`src/rtl/key_pkg.sv`:
```
// Shared types and default timing for the per-button key event stage.
// Defaults are also referenced by the timer control block.
package key_pkg;

  typedef enum logic [1:0] {
    KS_LOCK,
    KS_IDLE,
    KS_PRESSED,
    KS_REPEAT
  } key_state_t;

  // 1 s long-press and 200 ms auto-repeat at a 50 MHz clk
  localparam int KEY_LONG_CYCLES   = 50_000_000;
  localparam int KEY_REPEAT_CYCLES = 10_000_000;

  // Width needed to hold the larger of the two hold thresholds
  function automatic int key_cnt_w(input int long_cycles, input int repeat_cycles);
    int max_c;
    max_c = (long_cycles > repeat_cycles) ? long_cycles : repeat_cycles;
    return $clog2(max_c + 1);
  endfunction

endpackage

```
`src/rtl/key_event_if.sv`:
```
// Key level in, registered event pulses out; master is the key_event side.
// release/repeat are SV keywords, hence the _evt suffix on those two pulses.
interface key_event_if;

  logic key_press;
  logic press;
  logic release_evt;
  logic long_press;
  logic repeat_evt;
  logic held;

  modport master (
    input  key_press,
    output press,
    output release_evt,
    output long_press,
    output repeat_evt,
    output held
  );

  modport slave (
    output key_press,
    input  press,
    input  release_evt,
    input  long_press,
    input  repeat_evt,
    input  held
  );

endinterface

```
`src/rtl/key_event.sv`:
```
// Turns a debounced key level into press/release/long-press/repeat pulses plus a held level.
// All outputs registered; a key already down at reset is ignored until it is let go.
module key_event
  import key_pkg::*;
#(
  parameter int LONG_CYCLES   = KEY_LONG_CYCLES,
  parameter int REPEAT_CYCLES = KEY_REPEAT_CYCLES
) (
  input  logic        clk,
  input  logic        rst_n,
  key_event_if.master kif
);

  localparam int CNT_W = key_cnt_w(LONG_CYCLES, REPEAT_CYCLES);
  localparam int REP_LAST = (REPEAT_CYCLES > 0) ? REPEAT_CYCLES - 1 : 0;
  localparam logic [CNT_W-1:0] LONG_M1 = CNT_W'(LONG_CYCLES - 1);
  localparam logic [CNT_W-1:0] REP_M1  = CNT_W'(REP_LAST);
  localparam bit REP_EN = (REPEAT_CYCLES != 0);

  if (LONG_CYCLES < 2) begin : g_long_chk
    $fatal(1, "key_event: LONG_CYCLES must be >= 2");
  end

  key_state_t       state;
  logic [CNT_W-1:0] cnt;
  logic             press_q;
  logic             release_q;
  logic             long_q;
  logic             repeat_q;
  logic             held_q;

  always_ff @(posedge clk) begin
    if (!rst_n) begin
      state     <= KS_LOCK;
      cnt       <= '0;
      press_q   <= 1'b0;
      release_q <= 1'b0;
      long_q    <= 1'b0;
      repeat_q  <= 1'b0;
      held_q    <= 1'b0;
    end else begin
      press_q   <= 1'b0;
      release_q <= 1'b0;
      long_q    <= 1'b0;
      repeat_q  <= 1'b0;
      case (state)
        KS_LOCK: begin
          if (!kif.key_press) begin
            state <= KS_IDLE;
          end
        end
        KS_IDLE: begin
          if (kif.key_press) begin
            press_q <= 1'b1;
            held_q  <= 1'b1;
            cnt     <= '0;
            state   <= KS_PRESSED;
          end
        end
        KS_PRESSED: begin
          // Release wins over a threshold hit on the same edge
          if (!kif.key_press) begin
            release_q <= 1'b1;
            held_q    <= 1'b0;
            state     <= KS_IDLE;
          end else if (cnt == LONG_M1) begin
            long_q <= 1'b1;
            cnt    <= '0;
            state  <= KS_REPEAT;
          end else begin
            cnt <= cnt + 1'b1;
          end
        end
        KS_REPEAT: begin
          if (!kif.key_press) begin
            release_q <= 1'b1;
            held_q    <= 1'b0;
            state     <= KS_IDLE;
          end else if (REP_EN && cnt == REP_M1) begin
            repeat_q <= 1'b1;
            cnt      <= '0;
          end else if (REP_EN) begin
            cnt <= cnt + 1'b1;
          end
        end
        default: begin
          state  <= KS_LOCK;
          held_q <= 1'b0;
        end
      endcase
    end
  end

  assign kif.press       = press_q;
  assign kif.release_evt = release_q;
  assign kif.long_press  = long_q;
  assign kif.repeat_evt  = repeat_q;
  assign kif.held        = held_q;

endmodule

```
`src/flat_wrapper.sv`:
```
// flat-port wrapper written by rule: the top's interface ports become plain ports
module key_event_flat import key_pkg::*;
#(
  parameter int LONG_CYCLES   = KEY_LONG_CYCLES,
  parameter int REPEAT_CYCLES = KEY_REPEAT_CYCLES
)
  (clk, rst_n, kif_key_press, kif_press, kif_release_evt, kif_long_press, kif_repeat_evt, kif_held);
  key_event_if kif_i ();
  input  logic clk;
  input  logic rst_n;
  input wire logic [$bits(kif_i.key_press)-1:0] kif_key_press;
  output wire logic [$bits(kif_i.press)-1:0] kif_press;
  output wire logic [$bits(kif_i.release_evt)-1:0] kif_release_evt;
  output wire logic [$bits(kif_i.long_press)-1:0] kif_long_press;
  output wire logic [$bits(kif_i.repeat_evt)-1:0] kif_repeat_evt;
  output wire logic [$bits(kif_i.held)-1:0] kif_held;
  assign kif_i.key_press = kif_key_press;
  assign kif_press = kif_i.press;
  assign kif_release_evt = kif_i.release_evt;
  assign kif_long_press = kif_i.long_press;
  assign kif_repeat_evt = kif_i.repeat_evt;
  assign kif_held = kif_i.held;
  key_event #(.LONG_CYCLES(LONG_CYCLES), .REPEAT_CYCLES(REPEAT_CYCLES)) u_core (.clk(clk), .rst_n(rst_n), .kif(kif_i));
endmodule
```
`config.mk`:
```
export PLATFORM = sky130hd
export DESIGN_NAME = key_event_flat
export DESIGN_NICKNAME = d
export VERILOG_FILES = /design/src/rtl/key_pkg.sv /design/src/rtl/key_event_if.sv /design/src/rtl/key_event.sv /design/src/flat_wrapper.sv
export SDC_FILE = /design/constraint.sdc
export NUM_CORES = 1
export LEC_CHECK = 0
export CELL_PAD_IN_SITES_DETAIL_PLACEMENT = 2
export CELL_PAD_IN_SITES_GLOBAL_PLACEMENT = 2
export CORE_MARGIN = 1.5
export CORE_UTILIZATION = 30
export CTS_CLUSTER_DIAMETER = 30
export DETAILED_ROUTE_END_ITERATION = 8
export GPL_TIMING_DRIVEN = 1
export PLACE_DENSITY_LB_ADDON = 0.15
export SLEW_MARGIN = 20
export SYNTH_ARGS = -nofsm -noshare
export SYNTH_HDL_FRONTEND = slang
export SYNTH_SLANG_ARGS = --single-unit
export TNS_END_PERCENT = 1
```
`constraint.sdc`:
```
create_clock -name clk -period 2.7 [get_ports clk]
set_clock_uncertainty 0.05 [all_clocks]
set_input_delay 0.27 -clock clk [delete_from_list [all_inputs] [get_ports clk]]
set_output_delay 0.27 -clock clk [all_outputs]
set_load 0.02 [all_outputs]
```
Yosys cells after proc, flatten, opt, wreduce, memory -nomap -nowiden
Index checks and enable logic that the tools add are counted.
{"block": "totals", "register_bits": 33}
{"block": "op_classes", "n_reduce_logical": 12, "n_mux": 18, "add_sub_neg": 1, "n_eq_ne": 11}
{"op": "2-to-1 mux 26 bit", "n": 5}
{"op": "case mux 26 bit (3 select lines)", "n": 1}
{"op": "adder 26 x 1 -> 26 bit, second input constant", "n": 1}
{"op": "== test 26 x 24 -> 1 bit, second input constant", "n": 1}
{"op": "== test 26 bit, second input constant", "n": 1}
{"op": "AND reduction 3 bit", "n": 4}
{"op": "!= test 2 bit, second input constant", "n": 5}
{"op": "2-to-1 mux 2 bit", "n": 4}
{"op": "2-to-1 mux 1 bit", "n": 6}
{"op": "case mux 2 bit (3 select lines)", "n": 1}
{"op": "== test 2 bit, second input constant", "n": 2}
{"op": "AND reduction 2 bit", "n": 2}
{"op": "AND reduction 4 bit", "n": 1}
{"op": "OR reduction 2 bit", "n": 2}
{"op": "!= test 3 x 2 -> 1 bit, second input constant", "n": 1}
{"op": "nonzero test 3 bit", "n": 1}
{"op": "== test 2 x 1 -> 1 bit, second input constant", "n": 1}
{"op": "zero test 2 bit", "n": 1}
{"op": "case mux 1 bit (2 select lines)", "n": 1}
{"op": "nonzero test 2 bit", "n": 1}

Depth between registers and ports, before layout
Gate-level depths: netlist of run 1.
{"block": "logic_depth", "word_depth": 4, "mapped_depth": 8}

Worst setup path after synthesis of run 1
Ideal clock, no wire load.
{"block": "synth_timing", "kind": "register -> register", "start": "reg u_core.state[0]", "end": "reg u_core.cnt[13]", "setup_slack_ns": 0.612, "stages_incl_launch_ff": 9, "arrival_ns": 1.906, "period_less_slack_ns": 2.088, "setup_ns": 0.132, "path_buffers": 1, "cell_sequence": "dfxtp_1 > inv_1 > ha_1 > nor3_1 > o211ai_1 > clkbuf_1 > nor4_1 > xnor2_1 > nor2_1"}
{"block": "synth_between", "elab_chain_cells": 3}
{"element": "from (decl)", "line_no": "key_event.sv:24", "text": "key_state_t state;"}
{"element": "from (signal assigned)", "line_no": "key_event.sv:34", "text": "state <= KS_LOCK;"}
{"element": "from (signal assigned)", "line_no": "key_event.sv:49", "text": "state <= KS_IDLE;"}
{"element": "from (signal assigned)", "line_no": "key_event.sv:57", "text": "state <= KS_PRESSED;"}
{"element": "== test 2 bit or == test 2 x 1 -> 1 bit (tied branches)", "line_no": "key_event.sv:46", "text": "case (state)"}
{"element": "!= test 2 bit (no source line) or nonzero test 3 bit (tied branches)"}
{"element": "AND reduction 4 bit (no source line)"}
{"element": "to (signal assigned)", "line_no": "key_event.sv:71", "text": "cnt <= cnt + 1'b1;"}
{"element": "to (signal assigned)", "line_no": "key_event.sv:83", "text": "cnt <= cnt + 1'b1;"}
{"element": "to (decl)", "line_no": "key_event.sv:25", "text": "logic [CNT_W-1:0] cnt;"}
Parallel ways exist; a longest one is shown, timed or not.
A chain may end at the register's enable or synchronous reset.

Worst setup path in the final report of run 1
{"block": "layout_timing", "start": "reg u_core.state[0]", "end": "reg u_core.cnt[15]"}
Same word-level chain as after synthesis.

==> metrics.csv, run 1 <==
metric,value,unit
status,"finished, final reports clean",
synth_simple_gate_area_frac,0.3285,
grt_start_max_net_pins,20,
synth_common_cells,"33 x dfxtp_1, 28 x nor2_1, 16 x nand3_1",
rows,28,
die-height,81.06,um
grt_overflow,0,
die_w,81.06,um
synthDistinctLibCells,38,
arrival,2450,ps
h-tree-depth,2,
fmax,0.4266,GHz
nNetsFinal,247,
drt_iter0_markers,43,
cts.clk_slew.worst_paths,70,ps
ctsResizeCount,0,
syn_area,1828,sq um
synth_seq_cells,33,
gp_congestion,0.8323,
drc_errors,0,
cp-start-kind,flop,
slowest_delay,440,ps
cts_sinks,33,
worstMarginPinSlew,759.3,ps
synth_top_family_by_area,simple AND/OR/NAND/NOR gates,
worstPathMaxFanout,10,
hold_slack,495.3,ps
yosysTopAreaCellShare,0.3614,
power,1.459,mW
synth.top_cells.by_area,"dfxtp_1 36%, nor2_1 5.7%, xnor2_1 5.3%",
first_pass_iters,4,
hold_buffers,0,
tritoncts,done,
clock_latency,290,ps
dieArea,6571,sq um
fin_tns_setup,0,ps
endpoint_kind,flop,
yosysTopAreaCell,dfxtp_1,
power_per_cell_area,684.2,nW/um^2
wirelength,5870,um
timing.critical_path.slowest_stage_cell,o311ai_1,
grtUsageTotal,0.2007,
crit_required,2800,ps
netlist_instances,225,
synth-compound-area-share,0.1383,
period_share,0.8681,
io_buffers,7,
rsz0062_at_grt,no,
synth_fa_ha_area_frac,0.04107,
slew_headroom,0.4915,
post_cts_buffers,0,
hold_path.class,flop to flop,
dominantRegCellSynth,dfxtp_1,
dr_total_vias,1720,
maxCapViolations,0,
synthXorXnorAreaFrac,0.08145,
ios,8,
ant_nets,0,
initial_utilization,0.3106,
grt_first_pass_wirelength,9984,um
viasPerCell,5.478,
worstPathCellList,inv_1 -> ha_1 -> or2_2 -> o211ai_1 -> nor3_1 -> o311ai_1,
final-setup-viol-count,0,
antenna_found_initial,0,
root_buffer,clkbuf_8,
wl_per_cell,18.69,um
syn_to_final_growth,16.63,%
cts_buffers,5,
layout-drive-gt1-share,0.1004,
dp_hpwl,4376,um
syn-mean-instance-area,8.124,sq um
yosysWarnings,0,
clock_path_buffers,2,
synth_edf_count,0,
critical_path_class,flop to flop,
vdd_drop_max,227.4,uV
drv_slew,0,
fin_area,2132,sq um
utilization,0.3622,
yosysSeqAreaShare,0.3614,
num_antenna_cells,0,
dpl_cell_area,2031,sq um
layout_min_cycle_time,2344,ps
core,5886,sq um
yosysMostFrequentCell,dfxtp_1,
synthMuxAreaShare,0,
synth_fp_nets,234,
synthArstFlopShare,0,
grt_pass1_vias,1918,
leakagePower,0.7051,nW
hold_violations,0,
-- stage by stage --
step                setup slack [ps]  cells
detailed placement             165.8    306
CTS                            142.4    314
floorplan                      612.1    225
global placement               224.5    306
global route                   131.2    314
finish                         356.1    314
-- final timing paths --
| path | start | to | slack [ps] | depth (start not counted) |
|---|---|---|---|---|
| worst min-delay path | u_core.cnt[25] | u_core.cnt[25] | 500 | 2 |
| worst max register to register | u_core.state[0] | u_core.cnt[15] | 360 | 6 |
| worst min register to register | u_core.cnt[25] | u_core.cnt[25] | 500 | 2 |
| worst max-delay path | u_core.state[0] | u_core.cnt[15] | 360 | 6 |
-- placed cells by master, fill, tap and decap left out, types with 2 or more instances in the layout --
master           synthesis  routed
clkdlybuf4s50_1          0       7
nor4b_1                  3       3
o22ai_1                  2       2
nor2_1                  28      28
inv_1                   11      11
xor2_1                   6       6
nor4_1                  10      10
a21oi_1                  5       5
and2_1                   4       4
clkbuf_8                 0       7
nor3_1                   9       9
o211ai_1                 2       2
buf_4                    0       9
ha_1                     6       6
nand2_1                 15      15
a311oi_1                 2       2
and4_1                   6       6
nand4_1                 11      11
and3_1                   3       3
o21a_1                   2       2
xnor2_1                 11      11
o21ai_0                 10      10
dfxtp_1                 33      33
or2_2                    2       2
o2111ai_1                4       4
nand3_1                 16      16
-- power breakdown --
part	internal, mW	switching [mW]
Clock	0.231	0.192
Sequential	0.513	0.0224
Combinational	0.185	0.315
Total	0.929	0.530
-- area by class of cell --
cell class / instances / area [sq um]
Multi-Input combinational cell: 170 / 1077
Tap cell: 75 / 93.84
Sequential cell: 33 / 660.6
Clock inverter: 1 / 5.005
Inverter: 11 / 41.29
Clock buffer: 7 / 96.34
Timing Repair Buffer: 17 / 157.7
Fill cell: 684 / 3754
-- per-layer routing --
layer	track usage	up-vias	routed length (um)
met5	0	-	0
met2	0.3517	18	2862
met3	0.04045	7	141
met4	0.05690	0	62
li1	-	841	-
met1	0.2475	854	2804
-- sequential cells by signal, indices dropped and copies added, names as in the netlist --
name                    flops
u_core.kif.release_evt      1
u_core.kif.press            1
u_core.state                2
u_core.cnt                 26
u_core.kif.held             1
u_core.kif.long_press       1
u_core.kif.repeat_evt       1
-- worst max-delay path: cells and delay by family, from the launching register on --
kind            cells  cell delay [ps]
buf+inv             1              100
compound gates      2              790
flops               1              380
fa+ha+maj           1              370
simple gates        2              520
-- cells by family after synthesis --
| logic type | after synthesis |
|---|---|
| simple gates | 112 |
| buf+inv | 22 |
| compound gates | 35 |
| flops | 33 |
| xor+xnor | 17 |
| fa+ha+maj | 6 |
Note: power is estimated with default switching activity, not from simulation.
==> run 2: changes to the inputs <==
GPL_ROUTABILITY_DRIVEN = 0   (was not set)
==> results of run 2 <==
No change in the layout: final DEF, timing and power equal those of run 1.
